$ cat config.mk
export PLATFORM = sky130hd
export DESIGN_NAME = pond_feed_fifo_flat
export DESIGN_NICKNAME = d
export VERILOG_FILES = /design/src/rtl/pond_feed_fifo_if.sv /design/src/rtl/pond_feed_fifo.sv /design/src/flat_wrapper.sv
export SDC_FILE = /design/constraint.sdc
export NUM_CORES = 1
export LEC_CHECK = 0
export ABC_CLOCK_PERIOD_IN_PS = 5500
export CAP_MARGIN = 5
export CELL_PAD_IN_SITES_DETAIL_PLACEMENT = 0
export CELL_PAD_IN_SITES_GLOBAL_PLACEMENT = 1
export CORE_MARGIN = 4
export CORE_UTILIZATION = 41
export CTS_CLUSTER_SIZE = 16
export DETAILED_ROUTE_END_ITERATION = 10
export PLACE_DENSITY_LB_ADDON = 0.1
export SLEW_MARGIN = 40
export SYNTH_ARGS = -nofsm -noshare
export SYNTH_HDL_FRONTEND = slang
export SYNTH_SLANG_ARGS = --single-unit
$ cat constraint.sdc
create_clock -name clk -period 5.5 [get_ports clk]
set_input_delay 1.1 -clock clk [delete_from_list [all_inputs] [get_ports clk]]
set_output_delay 1.1 -clock clk [all_outputs]
set_load 0.01 [all_outputs]
$ cat src/rtl/pond_feed_fifo_if.sv
// pond_feed_fifo_if: upstream word stream plus pond write-port signals.
//
// Handshake: a word on in_data transfers on a rising clk edge exactly when
// in_valid and in_ready are both 1; in_valid may be raised without waiting
// for in_ready, and in_data must hold while in_valid=1 and in_ready=0.
// sched_valid is a one-cycle, no-backpressure strobe: the pond samples
// data_out in every cycle where it is 1.
interface pond_feed_fifo_if #(
  parameter int DATA_WIDTH = 16
);
  logic [DATA_WIDTH-1:0] in_data;
  logic                  in_valid;
  logic                  in_ready;
  logic                  sched_valid;
  logic [DATA_WIDTH-1:0] data_out;

  // Upstream producer / schedule generator / pond side
  modport master (
    output in_data,
    output in_valid,
    output sched_valid,
    input  in_ready,
    input  data_out
  );

  // Feeder FIFO side
  modport slave (
    input  in_data,
    input  in_valid,
    input  sched_valid,
    output in_ready,
    output data_out
  );
endinterface

$ cat src/rtl/pond_feed_fifo.sv
// pond_feed_fifo: buffers an elastic ready/valid word stream and releases
// one word to the pond's write port on each schedule strobe.
// Reset (rst_n) is synchronous and active-high.
// Optional feature macro: POND_FEED_BYPASS_EN -- when the FIFO is empty, a
// word arriving in the same cycle as the strobe goes straight to data_out.
module pond_feed_fifo #(
  parameter int DATA_WIDTH = 16,
  parameter int DEPTH      = 8,
  parameter int CNT_WIDTH  = 16
) (
  input  logic                   clk,
  input  logic                   rst_n,
  input  logic                   tile_en,
  input  logic                   flush,
  pond_feed_fifo_if.slave        bus,
  output logic [$clog2(DEPTH):0] occupancy,
  output logic                   underflow,
  output logic [CNT_WIDTH-1:0]   words_sent,
  output logic [1:0]             state
);

  localparam int AW = $clog2(DEPTH);
  localparam int OW = AW + 1;

  typedef enum logic [1:0] {
    IDLE   = 2'd0,
    ACTIVE = 2'd1,
    ERROR  = 2'd2
  } state_t;

  state_t                state_q, state_d;
  logic [DATA_WIDTH-1:0] mem [DEPTH];
  logic [AW-1:0]         rd_ptr, wr_ptr;
  logic [OW-1:0]         count;
  logic [CNT_WIDTH-1:0]  sent_cnt;
  logic                  underflow_q;

  logic empty, full;
  logic bypass, push, pop, deliver, underflow_evt;

  assign empty = (count == '0);
  assign full  = (count == OW'(DEPTH));

  // in_ready comes only from registered state, never from sched_valid.
  assign bus.in_ready = ~rst_n & tile_en & ~flush & ~full;

`ifdef POND_FEED_BYPASS_EN
  assign bypass = ~rst_n & tile_en & ~flush & empty & bus.in_valid & bus.sched_valid;
`else
  assign bypass = 1'b0;
`endif

  // A bypassed word is consumed directly, so it must not also be stored.
  assign push          = bus.in_valid & bus.in_ready & ~bypass;
  assign pop           = tile_en & ~flush & bus.sched_valid & ~empty;
  assign deliver       = pop | bypass;
  assign underflow_evt = tile_en & ~flush & bus.sched_valid & empty & ~bypass;

  assign bus.data_out = bypass ? bus.in_data :
                        empty  ? '0 : mem[rd_ptr];

  assign occupancy  = count;
  assign underflow  = underflow_q;
  assign words_sent = sent_cnt;
  assign state      = state_q;

  // Storage array: written on accepted pushes only; contents are don't-care
  // while not counted, so it carries no reset.
  always_ff @(posedge clk) begin
    if (push) begin
      mem[wr_ptr] <= bus.in_data;
    end
  end

  // Pointers, occupancy, delivered-word counter and sticky underflow flag.
  always_ff @(posedge clk) begin
    if (rst_n) begin
      rd_ptr      <= '0;
      wr_ptr      <= '0;
      count       <= '0;
      sent_cnt    <= '0;
      underflow_q <= 1'b0;
    end else if (flush) begin
      rd_ptr      <= '0;
      wr_ptr      <= '0;
      count       <= '0;
      sent_cnt    <= '0;
      underflow_q <= 1'b0;
    end else if (tile_en) begin
      if (push) begin
        wr_ptr <= wr_ptr + AW'(1);
      end
      if (pop) begin
        rd_ptr <= rd_ptr + AW'(1);
      end
      case ({push, pop})
        2'b10:   count <= count + OW'(1);
        2'b01:   count <= count - OW'(1);
        default: count <= count;
      endcase
      if (deliver) begin
        sent_cnt <= sent_cnt + CNT_WIDTH'(1);
      end
      if (underflow_evt) begin
        underflow_q <= 1'b1;
      end
    end
  end

  // FSM state register.
  always_ff @(posedge clk) begin
    if (rst_n) begin
      state_q <= IDLE;
    end else begin
      state_q <= state_d;
    end
  end

  // FSM next state: ERROR is only left by flush or reset.
  always_comb begin
    state_d = state_q;
    if (flush) begin
      state_d = IDLE;
    end else if (tile_en) begin
      case (state_q)
        IDLE: begin
          if (underflow_evt)  state_d = ERROR;
          else if (deliver)   state_d = ACTIVE;
        end
        ACTIVE: begin
          if (underflow_evt)  state_d = ERROR;
        end
        ERROR:   state_d = ERROR;
        default: state_d = IDLE;
      endcase
    end
  end

endmodule

$ cat src/flat_wrapper.sv
// flat-port wrapper written by rule: the top's interface ports become plain ports
module pond_feed_fifo_flat 
#(
  parameter int DATA_WIDTH = 16,
  parameter int DEPTH      = 8,
  parameter int CNT_WIDTH  = 16
)
  (clk, rst_n, tile_en, flush, occupancy, underflow, words_sent, state, bus_in_data, bus_in_valid, bus_sched_valid, bus_in_ready, bus_data_out);
  pond_feed_fifo_if #(.DATA_WIDTH(DATA_WIDTH)) bus_i ();
  input  logic clk;
  input  logic rst_n;
  input  logic tile_en;
  input  logic flush;
  output logic [$clog2(DEPTH):0] occupancy;
  output logic underflow;
  output logic [CNT_WIDTH-1:0] words_sent;
  output logic [1:0] state;
  input wire logic [$bits(bus_i.in_data)-1:0] bus_in_data;
  input wire logic [$bits(bus_i.in_valid)-1:0] bus_in_valid;
  input wire logic [$bits(bus_i.sched_valid)-1:0] bus_sched_valid;
  output wire logic [$bits(bus_i.in_ready)-1:0] bus_in_ready;
  output wire logic [$bits(bus_i.data_out)-1:0] bus_data_out;
  assign bus_i.in_data = bus_in_data;
  assign bus_i.in_valid = bus_in_valid;
  assign bus_i.sched_valid = bus_sched_valid;
  assign bus_in_ready = bus_i.in_ready;
  assign bus_data_out = bus_i.data_out;
  pond_feed_fifo #(.DATA_WIDTH(DATA_WIDTH), .DEPTH(DEPTH), .CNT_WIDTH(CNT_WIDTH)) u_core (.clk(clk), .rst_n(rst_n), .tile_en(tile_en), .flush(flush), .bus(bus_i), .occupancy(occupancy), .underflow(underflow), .words_sent(words_sent), .state(state));
endmodule
### Word level (Yosys, flattened, before mapping)

Memories as Yosys holds them, arrays and structs flattened. A register that Yosys moved wholly into a read port is not among the register bits.
Index checks and enable logic that the tools add are counted.

| operators by class | value |
|---|---|
| $add $sub $neg | 5 |
| equality and inequality tests | 7 |
| multiplexer cells | 10 |
| bitwise gates (word level) | 12 |
| reduce and logical (&&, ||, !) cells | 9 |

Operators by type and width:

| operator | number |
|---|---|
| adder 16 x 1 -> 16 bit (second input constant) | 1 |
| two-way mux 16 bit | 1 |
| bitwise AND 1 bit | 8 |
| case mux 4 bit (2 select lines) | 1 |
| AND reduction 2 bit | 4 |
| adder 3 x 1 -> 3 bit (second input constant) | 2 |
| two-way mux 2 bit | 3 |
| two-way mux 3 bit | 2 |
| case mux 2 bit (3 select lines) | 1 |
| adder 4 x 1 -> 4 bit (second input constant) | 1 |
| equality test 2 x 1 -> 1 bit (second input constant) | 2 |
| equality test 2 bit (second input constant) | 2 |
| equality test 4 bit (second input constant) | 1 |
| logical NOT 4 bit | 1 |
| NOT 1 bit | 4 |
| subtractor 4 x 1 -> 4 bit (second input constant) | 1 |
| != test 3 x 1 -> 1 bit (second input constant) | 1 |
| AND reduction 3 bit | 1 |
| logical NOT 2 bit | 1 |
| two-way mux 1 bit | 2 |
| != test 2 x 1 -> 1 bit (second input constant) | 1 |
| nonzero test 2 bit | 1 |
| OR reduction 2 bit | 1 |

| storage, ports and cells | value |
|---|---|
| flip-flop bits (word level) | 29 |
| bits in writable memories | 128 |
| bits of input ports | 22 |
| memories kept | 1 |

Memories:

| name | depth | width | rd ports | clocked after memory_dff | write ports | line | source |
|---|---|---|---|---|---|---|---|
| u_core.mem | 8 | 16 | 1 | 1 | 1 | pond_feed_fifo.sv:32 | `logic [DATA_WIDTH-1:0] mem [DEPTH];` |

### Depth between registers and ports, before layout

Gate-level depths: netlist (run 1).

| depth | value |
|---|---|
| depth in word-level cells | 8 |
| depth in mapped cells | 11 |
| gate-level depth less buffers | 9 |

### Worst setup path before layout (run 1)

No wires, ideal clock.

| path | value |
|---|---|
| kind | input port to flip-flop |
| start point | input flush |
| end point | memory u_core.mem[0][0], enable pin |
| arrival time | 3.090 ns |
| required time | 5.091 ns |
| path slack | 2.001 ns |
| stages on the path | 4 |
| path buffers | 0 |
| path through | nor2_1 -> nand4_1 -> or2_2 -> nor3_1 |

| between the ends | value |
|---|---|
| cells in the longest elaborated chain, start to end | 6 |

Ends and longest elaborated chain:

| element | line | source |
|---|---|---|
| start: declaration | flat_wrapper.sv:13 | `input logic flush;` |
| NOT 1 bit | pond_feed_fifo.sv:45 | `assign bus.in_ready = ~rst_n & tile_en & ~flush & ~full;` |
| bitwise AND 1 bit (2 in a row) | pond_feed_fifo.sv:45 |  |
| bitwise AND 1 bit | pond_feed_fifo.sv:54 | `assign push = bus.in_valid & bus.in_ready & ~bypass;` |
| two-way mux 1 bit | pond_feed_fifo.sv:70 | `if (push) begin` |
| two-way mux 1 bit (implied by the code) | pond_feed_fifo.sv:71 | `mem[wr_ptr] <= bus.in_data;` |
| end: declaration | pond_feed_fifo.sv:32 |  |

No other way between the ends.

### Worst setup path after layout (run 1)

| path | value |
|---|---|
| start point | input flush |
| end point | output bus_in_ready |

| between the ends | value |
|---|---|
| cells in the longest elaborated chain, start to end | 3 |

Ends and longest elaborated chain:

| element | line | source |
|---|---|---|
| NOT 1 bit | pond_feed_fifo.sv:45 |  |
| bitwise AND 1 bit (2 in a row) | pond_feed_fifo.sv:45 |  |
| end: declaration | flat_wrapper.sv:21 | `output wire logic [$bits(bus_i.in_ready)-1:0] bus_in_ready;` |

No other way between the ends.

==> results of run 1 <==
-- layout by cell type, fill, tap and decap left out, drive strengths merged, types with 3 or more instances in the layout --
cell and instances:
edfxtp 128, nor2 38, nand4 3, nor3 3
or3 8, nor3b 3, nand2 14, dfxtp 32
clkbuf 19, mux2i 18, nand3 5, clkinv 6
o21ai 14, mux4 32, xnor2 10, clkdlybuf4s50 61
a21oi 18, ha 9, buf 12, inv 8
clkinvlp 3, or4 4
-- state kept, by name (all words and copies together), names as in the netlist, named ones only --
register	cells
u_core.wr_ptr	3
u_core.mem	128
u_core.state	2
u_core.underflow	1
u_core.words_sent	16
u_core.rd_ptr	3
u_core.occupancy	4
-- layout make-up --
cell class              count  area, um^2
flip-flops and latches    160        4490
inverters                   6        22.5
multi-input cells         205        1850
clock buffers              19         433
clock inverters            13         136
fillers                  1237        7350
well taps                 211         264
repair buffers             73         704
-- stage by stage --
stage | total power [mW] | area, um^2 | hold slack, ns
floorplan | 1.35 | 6420 | 0.462
global placement | 1.38 | 7320 | 0.458
detailed placement | 1.38 | 7330 | 0.474
CTS | 2.52 | 7900 | 0.486
global route | 2.58 | 7910 | 0.506
finish | 2.49 | 7910 | 0.481
-- cell families after synthesis --
family,synth area share (%)
buffers and inverters,1.58
multiplexers,14.0
AO/OA/AOI/OAI,3.47
flip-flops,69.9
adder cells (fa/ha/maj),1.75
XOR/XNOR,1.50
AND/OR/NAND/NOR,7.78
-- worst max-delay path: stages --
cell and delay [ns]:
sky130_fd_sc_hd__clkdlybuf4s50_1 0.45, sky130_fd_sc_hd__nor2_1 0.30, sky130_fd_sc_hd__and3_1 0.23, sky130_fd_sc_hd__clkdlybuf4s50_1 0.55
-- report_power, final --
group          switching, mW  total [mW]  internal [mW]
clock                  0.461        1.13          0.667
sequential           0.00120        1.31           1.31
combinational         0.0271      0.0496         0.0224
-- worst max-delay path by stage --
stage                from                to  slack [ns]  cells past startpoint
floorplan           flush  u_core.mem[0][0]        2.00                      4
global route         flop  bus_data_out[12]        1.55                      5
finish              flush      bus_in_ready        1.77                      4
CTS                  flop  bus_data_out[15]        1.40                      5
detailed placement  flush      bus_in_ready        1.77                      4
global placement    flush      bus_in_ready        1.78                      4
-- routing by layer --
layer  share of wire (%)  track usage, %  vias up
met5                   0               0        -
met4                 1.2            4.80        0
met3                 3.5            4.04       13
met2                  51            24.2       52
met1                  45            18.9     1788
li1                    -               -     1663
==> impl_results.rst, run 1 <==
.. list-table::
   :header-rows: 1

   * - Metric
     - Value
   * - Antenna violations before repair
     - 0
   * - Site row count
     - 45
   * - Hold Path Class
     - reg2reg
   * - Leading register cell type out of synthesis
     - sky130_fd_sc_hd__edfxtp_1
   * - Count of boundary I/O pins
     - just over 60
   * - Area delta synth->final
     - 23.2%
   * - Total core area
     - roughly 15000 um^2
   * - R2r setup slk
     - 2.77 ns
   * - Final cycle utilization of the critical path
     - between 60 and 70%
   * - Total global routing overflow
     - 0
   * - Cell count after synthesis
     - 390
   * - Critical path start-end classification
     - in2out
   * - Clock sink count
     - 160
   * - Fmax
     - around 270 MHz
   * - Number of max-slew violations in the final report
     - 0
   * - Hpwl dp
     - roughly 7.5 mm
   * - Worst reg-to-reg path cell count
     - 9
   * - Final non-filler cell total
     - slightly below 700
   * - Pin count of the biggest net entering global routing
     - 33
   * - Die outline height
     - approximately 130 um
   * - Overall Global Routing Usage
     - 14.7%
   * - Cell taking the most area after synthesis
     - sky130_fd_sc_hd__edfxtp_1
   * - Worst hold path depth
     - 2
   * - Final setup violation count
     - 0
   * - Top cells by area, synth
     - sky130_fd_sc_hd__edfxtp_1, sky130_fd_sc_hd__mux4_2, sky130_fd_sc_hd__dfxtp_1, sky130_fd_sc_hd__mux2i_1, sky130_fd_sc_hd__nor2_1
   * - Maximum capacitance violations
     - 0
   * - Reg2Reg Launch Point
     - u_core.occupancy[0]
   * - Share of async-settable or async-resettable flops after synthesis
     - 0%
   * - Least setup slack across all paths after layout
     - between 1.5 and 2 ns
   * - Routability congestion estimate from global placement
     - around 0.72
   * - Gates resized, CTS repair
     - 0
   * - Worst endpoint data arrival time
     - about 2.6 ns
   * - Number of inserted diodes
     - 0
   * - Count of input and output buffers
     - about 60
   * - Post-synth EDFFs
     - between 100 and 150
   * - Clock tree from TritonCTS
     - done
   * - Placement Setup Slack
     - between 1.5 and 2 ns
   * - Clock transition time at the flip-flop clock pins of the worst setup and hold paths
     - 0.06 ns
   * - Clock Tree Root
     - sky130_fd_sc_hd__clkbuf_16
   * - Wire length per cell
     - 17.9 um
   * - Via count of the first global-routing pass
     - 3628
   * - Setup TNS Final
     - 0 ns
   * - Initial core utilization
     - between 40% and 50%
   * - Area of the die
     - around 18000 um^2
   * - Post-Synthesis Net Count
     - between 400 and 500
   * - Critical hold path startpoint
     - u_core.underflow
   * - Leakage power
     - ~2.4 nW
   * - Count of placed standard cells including taps
     - roughly 660
   * - Fraction of synthesized cell area taken by the top area cell type
     - 59.9%
   * - Fin crit period
     - ~3.7 ns
   * - Max Clock Skew
     - 0.00623 ns
   * - Via count of the routed design
     - between 3000 and 4000
   * - H-Tree Depth
     - 4
   * - Synthesized area divided by synthesized cell count
     - between 15 and 20 um^2
   * - Critical Path Sink Type
     - output pin
   * - Total Routed Length
     - ~12 mm
   * - Clock insertion delay at the later pin of the skew report
     - approximately 0.42 ns
   * - Layout Utilization
     - between 50% and 60%
   * - Largest voltage drop on the vdd net
     - between 0.2 and 0.25 mV
   * - First-pass GRT wire length
     - ~20 mm
   * - Required time of the worst setup path
     - approximately 4.4 ns
   * - Cell area after technology mapping
     - between 6000 and 7000 um^2
   * - Iter 0 DRT Violations
     - approximately 180
   * - Measured slew at the worst slew-check pin
     - ~0.6 ns
   * - Via count normalized by instance count
     - slightly above 5
   * - Hold worst-path end
     - u_core.underflow
   * - Max-Slew Margin vs Limit
     - 60.9%
   * - Number of buffers created by CTS
     - 17
   * - Buffers inserted during post-CTS setup optimization
     - 0
   * - Number of storage elements in the synthesis netlist
     - 160
   * - Worst R2R End
     - u_core.occupancy[2]
   * - Commonest cells post-synth
     - sky130_fd_sc_hd__edfxtp_1, sky130_fd_sc_hd__nor2_1, sky130_fd_sc_hd__dfxtp_1, sky130_fd_sc_hd__mux4_2
   * - Type of origin of the critical path
     - input pin
   * - Sequential-to-total area share from yosys stat
     - ~70%
   * - Number of hold violations in the final report
     - 0
   * - Run status
     - finished clean
   * - Hold bufs inserted after CTS
     - 0
   * - Fin nets
     - 494
   * - DIE WIDTH
     - around 130 um
   * - Number of DRC violations after detailed routing
     - 0
   * - RSZ-0062 raised after global routing
     - no
   * - Yosys warns
     - 0
   * - Maximum net fanout on the critical path
     - 5
   * - Most repeated cell in the gate-level netlist after synthesis
     - sky130_fd_sc_hd__edfxtp_1
   * - Number of iterations in the first detailed-routing pass
     - 4
   * - Number of distinct standard cells referenced by the synthesized netlist
     - 39
   * - Number of buffers between clock root and the deepest sink
     - 2
   * - Share of final-layout standard cells stronger than drive strength 1
     - between 10% and 20%
   * - Power density cells
     - ~310 nW/um^2
   * - Final antenna-violating net count
     - 0
(Power assumes the default switching activity.)
==> run 2: changes to the inputs <==
--- a/config.mk
+++ b/config.mk
@@ -5,7 +5,7 @@
 export SDC_FILE = /design/constraint.sdc
 export NUM_CORES = 1
 export LEC_CHECK = 0
-export ABC_CLOCK_PERIOD_IN_PS = 5500
+export ABC_CLOCK_PERIOD_IN_PS = 3300
 export CAP_MARGIN = 5
 export CELL_PAD_IN_SITES_DETAIL_PLACEMENT = 0
 export CELL_PAD_IN_SITES_GLOBAL_PLACEMENT = 1
==> constraint.sdc (replaced) <==
create_clock -name clk -period 3.3 [get_ports clk]
set_input_delay 0.66 -clock clk [delete_from_list [all_inputs] [get_ports clk]]
set_output_delay 0.66 -clock clk [all_outputs]
set_load 0.01 [all_outputs]
==> run 2 against run 1 <==
Against the previous run: clock power up 77%; sequential power is 66% higher; clock-buffer cell count shrank 2; via count increased by 0.51%; die area unchanged; clock skew up 0.0033 ns; cell area increased by 0.85%; first-iteration DRC count increased by 42%; routed wire length increased by 1.5%; global-route usage barely moved; hold slack improved by 0.0028 ns; register-to-register slack worse by 2.0 ns; critical path type is now reg2out; largest cell class unchanged.
==> impl_results.rst, run 2 (same netlist as run 1, synthesis figures left out) <==
.. list-table::
   :header-rows: 1

   * - Metric
     - Value
   * - First-pass GRT wire length
     - 19.5 mm (was 19.6 mm)
   * - Final setup violation count
     - 0 (unchanged)
   * - Share of final-layout standard cells stronger than drive strength 1
     - 18.3% (was 17.6%)
   * - Fmax
     - 327 MHz
   * - Max reg flops
     - 128 (unchanged)
   * - Number of DRC violations after detailed routing
     - 0 (unchanged)
   * - Number of max-slew violations in the final report
     - 0 (unchanged)
   * - Clock sink count
     - 160 (unchanged)
   * - Maximum capacitance violations
     - 0 (unchanged)
   * - Number of hold violations in the final report
     - 0 (unchanged)
   * - Max Clock Skew
     - 0.00952 ns (was 0.00623 ns)
   * - Final cycle utilization of the critical path
     - 92.7%
   * - Measured slew at the worst slew-check pin
     - 0.588 ns (was 0.586 ns)
   * - Type of origin of the critical path
     - flop (was input pin)
   * - Number of inserted diodes
     - 0 (unchanged)
   * - Largest voltage drop on the vdd net
     - 0.378 mV (was 0.222 mV)
   * - Power density cells
     - 535 nW/um^2 (was 314 nW/um^2)
   * - Leakage power
     - 2.49 nW (was 2.44 nW)
   * - Maximum net fanout on the critical path
     - 10 (was 5)
   * - Required time of the worst setup path
     - 2.64 ns (was 4.40 ns)
   * - Count of input and output buffers
     - 61 (unchanged)
   * - Total Routed Length
     - 12.5 mm (was 12.3 mm)
   * - Total core area
     - 15300 um^2 (unchanged)
   * - H-Tree Depth
     - 4 (unchanged)
   * - Critical path start-end classification
     - reg2out (was in2out)
   * - Site row count
     - 45 (unchanged)
   * - Clock tree from TritonCTS
     - done (unchanged)
   * - Via count normalized by instance count
     - 5.11 (was 5.12)
   * - Max-Slew Margin vs Limit
     - 60.8% (was 60.9%)
   * - CP Cell Sequence
     - buf_4 -> mux4_2 -> mux2i_1 -> nor2_1 -> clkdlybuf4s50_1 (was clkdlybuf4s50_1 -> nor2_1 -> and3_1 -> clkdlybuf4s50_1)
   * - Via count of the first global-routing pass
     - 3528 (was 3628)
   * - Area delta synth->final
     - 24.3% (was 23.2%)
   * - CP max stage cell
     - sky130_fd_sc_hd__mux4_2 (was sky130_fd_sc_hd__clkdlybuf4s50_1)
   * - Total global routing overflow
     - 0 (unchanged)
   * - Wire length per cell
     - 18.1 um (was 17.9 um)
   * - Routed wl met3
     - 418 um (was 434 um)
   * - Clock Tree Root
     - sky130_fd_sc_hd__clkbuf_16 (unchanged)
   * - Top layer in use
     - met4 (unchanged)
   * - Run status
     - finished clean (unchanged)
   * - Hpwl dp
     - 7.42 mm (was 7.49 mm)
   * - Hold bufs inserted after CTS
     - 0 (unchanged)
   * - Antenna violations before repair
     - 0 (unchanged)
   * - Via count of the routed design
     - 3534 (was 3516)
   * - Number of buffers created by CTS
     - 17 (unchanged)
   * - Routed wire length on met2
     - 6.06 mm (was 6.23 mm)
   * - Fin crit period
     - a little over 3 ns
   * - Number of iterations in the first detailed-routing pass
     - 4 (unchanged)
   * - Routability congestion estimate from global placement
     - 0.719 (was 0.716)
   * - Overall Global Routing Usage
     - 14.6% (was 14.7%)
   * - RSZ-0062 raised after global routing
     - no (unchanged)
   * - Delay of the slowest cell on the worst path
     - 0.52 ns (was 0.55 ns)
   * - Min Hold Slack
     - 0.483 ns (was 0.481 ns)
   * - Buffer and inverter count on the worst path
     - 2 (unchanged)
   * - Area of the die
     - 17700 um^2 (unchanged)
   * - Iter 0 DRT Violations
     - 251 (was 177)
   * - Pin count of the biggest net entering global routing
     - 33 (unchanged)
   * - Most frequent cells in the layout
     - sky130_fd_sc_hd__edfxtp_1, sky130_fd_sc_hd__clkdlybuf4s50_1, sky130_fd_sc_hd__nor2_1 (unchanged)
   * - Commonest non-fill, non-tap cell in the layout
     - sky130_fd_sc_hd__edfxtp_1 (unchanged)
   * - Initial core utilization
     - 42.1% (unchanged)
   * - Critical Path Sink Type
     - output pin (unchanged)
   * - Length of routed wiring on met1
     - 5.82 mm (was 5.50 mm)
   * - Final antenna-violating net count
     - 0 (unchanged)
   * - Hold Path Class
     - reg2reg (unchanged)
   * - Multi-input gate area
     - 1850 um^2 (about the same)
   * - Most flop-heavy register
     - u_core.mem (unchanged)
   * - Count of boundary I/O pins
     - 62 (unchanged)
   * - Filler Cells Inserted
     - 1259 (was 1237)
   * - Clock transition time at the flip-flop clock pins of the worst setup and hold paths
     - 0.06 ns (about the same)
   * - Worst endpoint data arrival time
     - 2.40 ns (was 2.63 ns)
   * - Clock insertion delay at the later pin of the skew report
     - 0.43 ns (was 0.42 ns)
   * - Die outline height
     - 133 um (unchanged)
   * - Setup TNS Final
     - 0 ns (unchanged)
   * - Cell family contributing the most delay on the critical path
     - buffers and inverters (unchanged)
   * - Fin nets
     - 498 (was 494)
   * - DIE WIDTH
     - 133 um (unchanged)
   * - Number of buffers between clock root and the deepest sink
     - 2 (unchanged)
   * - Register Area
     - 4490 um^2 (about the same)
run 2: final timing paths:
check | from | to | slack, ns | cells past startpoint
max | flop | bus_data_out[15] | 0.24 | 5
min | u_core.underflow | u_core.underflow | 0.48 | 2
max reg2reg | u_core.occupancy[0] | u_core.occupancy[2] | 0.75 | 10
min reg2reg | u_core.underflow | u_core.underflow | 0.48 | 2
run 2: metal layers:
metal / vias up / global-route usage, %
li1: 1682 / -
met1: 1788 / 19.1
met2: 49 / 23.7
met3: 15 / 4.12
met4: 0 / 5.14
met5: - / 0
run 2: metrics by stage:
| stage | utilization [%] | cells | instance area [um^2] | setup WS (ns) | power (mW) |
|---|---|---|---|---|---|
| floorplan | - | 390 | 6420 | 0.241 | 2.25 |
| global placement | 48.3 | 659 | 7360 | 0.393 | 2.31 |
| detailed placement | 48.3 | 659 | 7360 | 0.330 | 2.31 |
| CTS | 52.2 | 691 | 7970 | 0.0308 | 4.33 |
| global route | 52.3 | 691 | 7970 | 0.0761 | 4.42 |
| finish | 52.3 | 691 | 7970 | 0.241 | 4.27 |
run 2: tightest hold or removal path: stages, from the launching register on:
cell	delay [ns]
sky130_fd_sc_hd__dfxtp_1	0.33
sky130_fd_sc_hd__a21oi_1	0.04
sky130_fd_sc_hd__nor2_1	0.07
run 2: what timing repair did:
action                                  CTS  global route
resized for setup                         0             1
buffers inserted                          0             0
endpoints found under the setup margin    0             5
run 2: final cells by class:
cell class	instances	area share, %
flip-flops and latches	160	56.3
inverters	6	0.282
clock buffers	17	5.34
well taps	211	3.31
repair buffers	77	9.32
multi-input cells	205	23.2
clock inverters	15	2.29
run 2: power by group:
group          internal (mW)  switching, mW  total (mW)  leakage (nW)
sequential              2.18        0.00204        2.18          1.41
clock                   1.20          0.804        2.00         0.289
combinational         0.0379         0.0455      0.0834         0.789
total                   3.42          0.851        4.27          2.49
==> run 3: changes to the inputs <==
--- a/config.mk
+++ b/config.mk
@@ -6,7 +6,7 @@
 export NUM_CORES = 1
 export LEC_CHECK = 0
 export ABC_CLOCK_PERIOD_IN_PS = 3300
-export CAP_MARGIN = 5
+export CAP_MARGIN = 20
 export CELL_PAD_IN_SITES_DETAIL_PLACEMENT = 0
 export CELL_PAD_IN_SITES_GLOBAL_PLACEMENT = 1
 export CORE_MARGIN = 4
==> results of run 3 <==
The final DEF is identical to that of run 2; final timing and power are the same.
